<file path="src/rtl/seqsum_pkg.sv">
// rtl/seqsum_pkg.sv - shared types and constants for the sequential-summation scheduler
package seqsum_pkg;

  typedef enum logic [1:0] {
    IDLE = 2'd0,
    RUN  = 2'd1,
    DONE = 2'd2
  } state_t;

  localparam int DEFAULT_DW   = 32;
  localparam int DEFAULT_STEP = 2;

  // A single requester still needs a one-bit id field.
  function automatic int id_width(input int n);
    return (n > 1) ? $clog2(n) : 1;
  endfunction

endpackage

</file>
<file path="src/rtl/seqsum_rr_arb.sv">
// rtl/seqsum_rr_arb.sv - round-robin arbiter, first requester at or above ptr_i with wrap
module seqsum_rr_arb
  import seqsum_pkg::*;
#(
  parameter  int N_REQ = 4,
  localparam int ID_W  = id_width(N_REQ)
) (
  input  logic [N_REQ-1:0] req_i,
  input  logic [ID_W-1:0]  ptr_i,
  input  logic             en_i,
  output logic [N_REQ-1:0] gnt_o,
  output logic [ID_W-1:0]  gnt_id_o,
  output logic             gnt_any_o
);

  int   idx;
  logic found;

  always_comb begin
    gnt_o     = '0;
    gnt_id_o  = '0;
    gnt_any_o = 1'b0;
    found     = 1'b0;
    idx       = 0;
    if (en_i) begin
      for (int i = 0; i < N_REQ; i++) begin
        idx = (int'(ptr_i) + i) % N_REQ;
        if (!found && req_i[idx]) begin
          found      = 1'b1;
          gnt_o[idx] = 1'b1;
          gnt_id_o   = ID_W'(idx);
        end
      end
      gnt_any_o = found;
    end
  end

endmodule

</file>
<file path="src/rtl/seqsum_sched.sv">
// rtl/seqsum_sched.sv - shared summation engine with N-requester front end; SEQSUM_SCHED_OVF_EN adds rsp_ovf
module seqsum_sched
  import seqsum_pkg::*;
#(
  parameter  int N_REQ = 4,
  parameter  int DW    = DEFAULT_DW,
  parameter  int STEP  = DEFAULT_STEP,
  localparam int ID_W  = id_width(N_REQ)
) (
  input  logic              clk,
  input  logic              rst,
  input  logic [N_REQ-1:0]  req_valid,
  output logic [N_REQ-1:0]  req_ready,
  input  logic [N_REQ*DW-1:0] req_a,
  input  logic [N_REQ*DW-1:0] req_b,
  output logic              rsp_valid,
  input  logic              rsp_ready,
  output logic [ID_W-1:0]   rsp_id,
  output logic [DW-1:0]     rsp_sum,
  output logic [DW:0]       rsp_terms
`ifdef SEQSUM_SCHED_OVF_EN
  ,
  output logic              rsp_ovf
`endif
);

  state_t          state_q;
  logic [ID_W-1:0] rr_q;
  logic [ID_W-1:0] id_q;
  logic [DW-1:0]   a_q;
  logic [DW:0]     span_q;
  logic [DW:0]     off_q;
  logic [DW-1:0]   acc_q;
  logic [DW:0]     terms_q;
  logic            valid_q;

  logic [N_REQ-1:0] gnt;
  logic [ID_W-1:0]  gnt_id;
  logic             gnt_any;
  logic [DW-1:0]    a_sel;
  logic [DW-1:0]    b_sel;
  logic [DW:0]      span_d;
  logic [DW-1:0]    term;
  logic [DW-1:0]    acc_d;
  logic [DW+1:0]    off_step;
  logic             last_term;
  logic             span_neg;

  seqsum_rr_arb #(.N_REQ(N_REQ)) u_arb (
    .req_i     (req_valid),
    .ptr_i     (rr_q),
    .en_i      (state_q == IDLE),
    .gnt_o     (gnt),
    .gnt_id_o  (gnt_id),
    .gnt_any_o (gnt_any)
  );

  assign req_ready = gnt;
  assign a_sel     = req_a[int'(gnt_id)*DW +: DW];
  assign b_sel     = req_b[int'(gnt_id)*DW +: DW];
  // Signed span in DW+1 bits: the top bit set means a > b.
  assign span_d    = {1'b0, b_sel} - {1'b0, a_sel};
  assign span_neg  = span_q[DW];

  // off never exceeds span, so its low DW bits carry the full offset.
  assign term      = a_q + off_q[DW-1:0];
  assign off_step  = {1'b0, off_q} + (DW+2)'(STEP);
  assign last_term = off_step > {1'b0, span_q};

`ifdef SEQSUM_SCHED_OVF_EN
  logic ovf_q;
  logic carry;
  assign {carry, acc_d} = {1'b0, acc_q} + {1'b0, term};
  assign rsp_ovf        = ovf_q;
`else
  assign acc_d = acc_q + term;
`endif

  always_ff @(posedge clk) begin
    if (rst) begin
      state_q <= IDLE;
      rr_q    <= '0;
      id_q    <= '0;
      a_q     <= '0;
      span_q  <= '0;
      off_q   <= '0;
      acc_q   <= '0;
      terms_q <= '0;
      valid_q <= 1'b0;
`ifdef SEQSUM_SCHED_OVF_EN
      ovf_q   <= 1'b0;
`endif
    end else begin
      case (state_q)
        IDLE: begin
          if (gnt_any) begin
            id_q    <= gnt_id;
            a_q     <= a_sel;
            span_q  <= span_d;
            off_q   <= '0;
            acc_q   <= '0;
            terms_q <= '0;
            rr_q    <= (int'(gnt_id) == N_REQ - 1) ? '0 : gnt_id + 1'b1;
            state_q <= RUN;
`ifdef SEQSUM_SCHED_OVF_EN
            ovf_q   <= 1'b0;
`endif
          end
        end
        RUN: begin
          if (span_neg) begin
            state_q <= DONE;
            valid_q <= 1'b1;
          end else begin
            acc_q   <= acc_d;
            terms_q <= terms_q + 1'b1;
            off_q   <= off_step[DW:0];
`ifdef SEQSUM_SCHED_OVF_EN
            ovf_q   <= ovf_q | carry;
`endif
            if (last_term) begin
              state_q <= DONE;
              valid_q <= 1'b1;
            end
          end
        end
        DONE: begin
          if (rsp_ready) begin
            state_q <= IDLE;
            valid_q <= 1'b0;
          end
        end
        default: begin
          state_q <= IDLE;
          valid_q <= 1'b0;
        end
      endcase
    end
  end

  assign rsp_valid = valid_q;
  assign rsp_id    = id_q;
  assign rsp_sum   = acc_q;
  assign rsp_terms = terms_q;

endmodule

</file>
<file path="config.mk">
export PLATFORM = sky130hd
export DESIGN_NAME = seqsum_sched
export DESIGN_NICKNAME = d
export VERILOG_FILES = /design/src/rtl/seqsum_pkg.sv /design/src/rtl/seqsum_rr_arb.sv /design/src/rtl/seqsum_sched.sv
export SDC_FILE = /design/constraint.sdc
export NUM_CORES = 1
export LEC_CHECK = 0
export ABC_AREA = 1
export CELL_PAD_IN_SITES_DETAIL_PLACEMENT = 0
export CELL_PAD_IN_SITES_GLOBAL_PLACEMENT = 2
export CORE_MARGIN = 1.5
export CORE_UTILIZATION = 25
export CTS_CLUSTER_SIZE = 20
export DETAILED_ROUTE_END_ITERATION = 7
export PLACE_DENSITY = 0.87
export SLEW_MARGIN = 20
export SYNTH_ARGS = -nofsm -noshare
export SYNTH_HDL_FRONTEND = slang
export SYNTH_SLANG_ARGS = --single-unit
</file>
<file path="constraint.sdc">
create_clock -name clk -period 4.2 [get_ports clk]
set_input_delay 0.42 -clock clk [delete_from_list [all_inputs] [get_ports clk]]
set_output_delay 0.42 -clock clk [all_outputs]
set_load 0.005 [all_outputs]
</file>
==> flow_summary.ini <==
[placed_design]
preCtsSetupSlack_ns = -0.440
dp_hpwl_um = 56200
placed_area_mm2 = 0.0208
gp_congestion = 0.962
numPortBuffers = 334

[synthesis]
netlist_top_cells_area = dfxtp_1, nand2_1, ha_1
synth_edf_count = 0
syn_area_mm2 = 0.0152
synth-async-reset-ratio = 0
yosys_warnings = 0
synthCells = 2422
syn_nets = 2822
yosys.area.top_type = dfxtp_1
postSynthAreaPerCell_um2 = 6.28
synth_seq_cells = 169
seq_area_frac_synth = 0.222
ys.flop_type = dfxtp_1
synth_cell_types = 53
synth_top_area_share = 0.222

[setup_path]
path_max_fanout = 40
critPathKind = register to register
worstSetupStartpointType = register
crit_start = rr_q[0]$_SDFFE_PP0P_
worst-r2r-cell-count = 24
required_ns = 4.56
regToRegStartpoint = rr_q[0]$_SDFFE_PP0P_
arrival_ns = 4.38
cp-end-kind = register

[finish]
fill_cells = 6466
n_antenna_cell = 0
design_area_mm2 = 0.0216
fin_nets = 3317
area_delta_synth_final_pct = 41.8
multiInputGateArea_mm2 = 0.0106
drive_above_1_share = 0.111
seq_area_mm2 = 0.00338

[detailed_routing]
drc = 0
vias = 17790
postRouteAntennaNets = 0
via_per_inst = 4.79
wl_per_cell_um = 18.1
drt_first_pass_iters = 6
wirelength_um = 67200
drt_iter0_drc = 1105

[global_route]
antenna_found_initial = 1
track_usage = 0.212
grt_overflow = 0
grt_max_degree = 83
grt_first_pass_wirelength_um = 103000
grt_pass1_vias = 17774

[sta]
drv_slew = 0
final.setup.tns_ns = 0
fin_hold_ws_ns = 0.459
min_period_ns = 4.01
clock_skew_ns = 0.0170
finalSetupViolations = 0
fin_ws_ns = 0.186
worstMarginPinSlew_ns = 0.835
period_share = 0.956
hold_viol_final = 0
timing.fmax_mhz = 249
rsz0062_at_grt = true
relSlewSlack = 0.443

[floorplan]
dieHeight_um = 250
rows = 90
initial_core_util = 0.253
dieArea_mm2 = 0.0623
core_area_mm2 = 0.0602
io_pins = 335
fp.dieW_um = 250

[status]
status = complete, no violations

[power_and_ir_drop]
cellLeakagePower_nw = 9.28
max-vdd-ir-drop_mv = 0.525
power.density_mw_per_mm2 = 1050

[cts]
cts_buffers = 17
clk_pin_slew_worst_paths_ns = 0.08
ctsHoldBuffers = 0
cts_buffer_depth = 2
tritoncts = done
root_buffer = clkbuf_16
cts.sinks = 169
clock_latency_ns = 0.46
ctsHtreeMaxLevel = 4

[hold_path]
min_path_cells = 2
hp-start = span_q[23]$_SDFFE_PP0P_
hold_path.class = register to register

[job]
drv_cap = 0
==> Yosys cell counts (17+ instances only) <==
| cell | instances |
|---|---|
| clkbuf_1 | 27 |
| nor2_1 | 195 |
| buf_2 | 27 |
| o21ai_1 | 39 |
| dfxtp_1 | 169 |
| nor3_1 | 40 |
| nand4_1 | 35 |
| nand2_1 | 751 |
| xnor2_1 | 28 |
| ha_1 | 105 |
| inv_1 | 182 |
| nand3_1 | 248 |
| o21ai_0 | 132 |
| buf_4 | 17 |
| buf_6 | 17 |
| a21oi_1 | 217 |
| xor2_1 | 36 |
| fa_1 | 32 |
==> layer usage <==
metal,track usage,share of wire,up-vias
met5,0,0,-
met4,0.0589,0.023,0
met3,0.0245,0.037,72
met2,0.371,0.48,450
met1,0.274,0.46,8225
li1,-,-,9043
==> stage by stage <==
| step | total power [mW] | instances | utilization |
|---|---|---|---|
| 2_1_floorplan | 12.1 | 2422 | - |
| 3_3_place_gp | 20.6 | 3672 | 0.345 |
| 3_5_place_dp | 20.6 | 3672 | 0.345 |
| 4_1_cts | 22.3 | 3705 | 0.355 |
| 5_1_grt | 24.8 | 3712 | 0.358 |
| 6_report | 22.7 | 3712 | 0.358 |
==> critical path: stages (launching register included) <==
cell,delay [ns]
dfxtp_2,0.35
inv_2,0.04
ha_2,0.31
nand2_1,0.11
o21ai_0,0.14
nor2_2,0.18
nand2_1,0.07
nand3_1,0.08
nand2_2,0.11
nand2_8,0.13
buf_16,0.19
buf_4,0.17
nand2_1,0.05
nand3_1,0.22
nand2_1,0.09
ha_1,0.35
nand2_1,0.14
nor2_1,0.19
nand2_1,0.16
nor4_1,0.28
nand2_1,0.13
nand2_1,0.09
o21ai_0,0.07
o21ai_0,0.16
inv_1,0.05
==> power breakdown <==
group,internal [mW],switching (mW),total (mW)
Clock,0.839,0.776,1.62
Sequential,1.96,0.286,2.25
Combinational,8.19,10.6,18.8
==> cell families (layout without fill, tap and decap cells) <==
kind of cell / after synthesis / count (layout) / synth area share
simple gates: 1318 / 1318 / 0.368
compound gates: 451 / 451 / 0.159
buf+inv: 283 / 791 / 0.0861
flops: 169 / 169 / 0.222
fa+ha+maj: 137 / 137 / 0.128
xor+xnor: 64 / 64 / 0.0368
==> worst paths after layout <==
kind | endpoint | slack, ns
max | span_q[29]$_SDFFE_PP0P_ | 0.19
max reg2reg | span_q[29]$_SDFFE_PP0P_ | 0.19
min reg2reg | span_q[23]$_SDFFE_PP0P_ | 0.46
min | span_q[23]$_SDFFE_PP0P_ | 0.46
==> state kept, by name (all words and copies together) (netlist names) <==
register and count:
span_q 33, rsp_terms 33, a_q 32, rr_q 2, rsp_id 2, rsp_sum 32
off_q 32, state_q 2, rsp_valid 1
==> final cells by class <==
class,count,share of cell area
multi-input combinational,1970,0.492
clock inverter,15,0.00702
clock buffer,17,0.0197
timing repair buffer,569,0.245
sequential,169,0.157
tap,782,0.0454
inverter,190,0.0337
==> cell usage in the layout, fill, tap and decap left out, drive strengths merged, types with 2 or more instances in the layout <==
cell type	netlist	layout
nand3b	2	2
o21ai	172	172
nor2	201	201
dfxtp	169	169
a21o	8	8
o221ai	2	2
fa	32	32
o21bai	11	11
clkinvlp	0	2
o21a	11	11
nor4	16	16
nand4	35	35
a21oi	217	217
a21boi	3	3
a211oi	3	3
ha	105	105
clkdlybuf4s50	0	333
xor2	36	36
or2	7	7
a31oi	6	6
buf	66	235
clkbuf	27	18
nand3	250	250
clkinv	1	3
xnor2	28	28
nor3	40	40
inv	189	199
nand2	762	762
o22ai	11	11
o31ai	2	2
and3	2	2
a22oi	2	2
==> what timing repair did <==
item,in CTS,in global routing
pin swaps,1,4
hold endpoints to repair,0,0
cloned,0,1
setup endpoints to repair,1,19
gates resized for setup,2,31
setup buffers,1,6
Power figures use the tool's default switching activity.
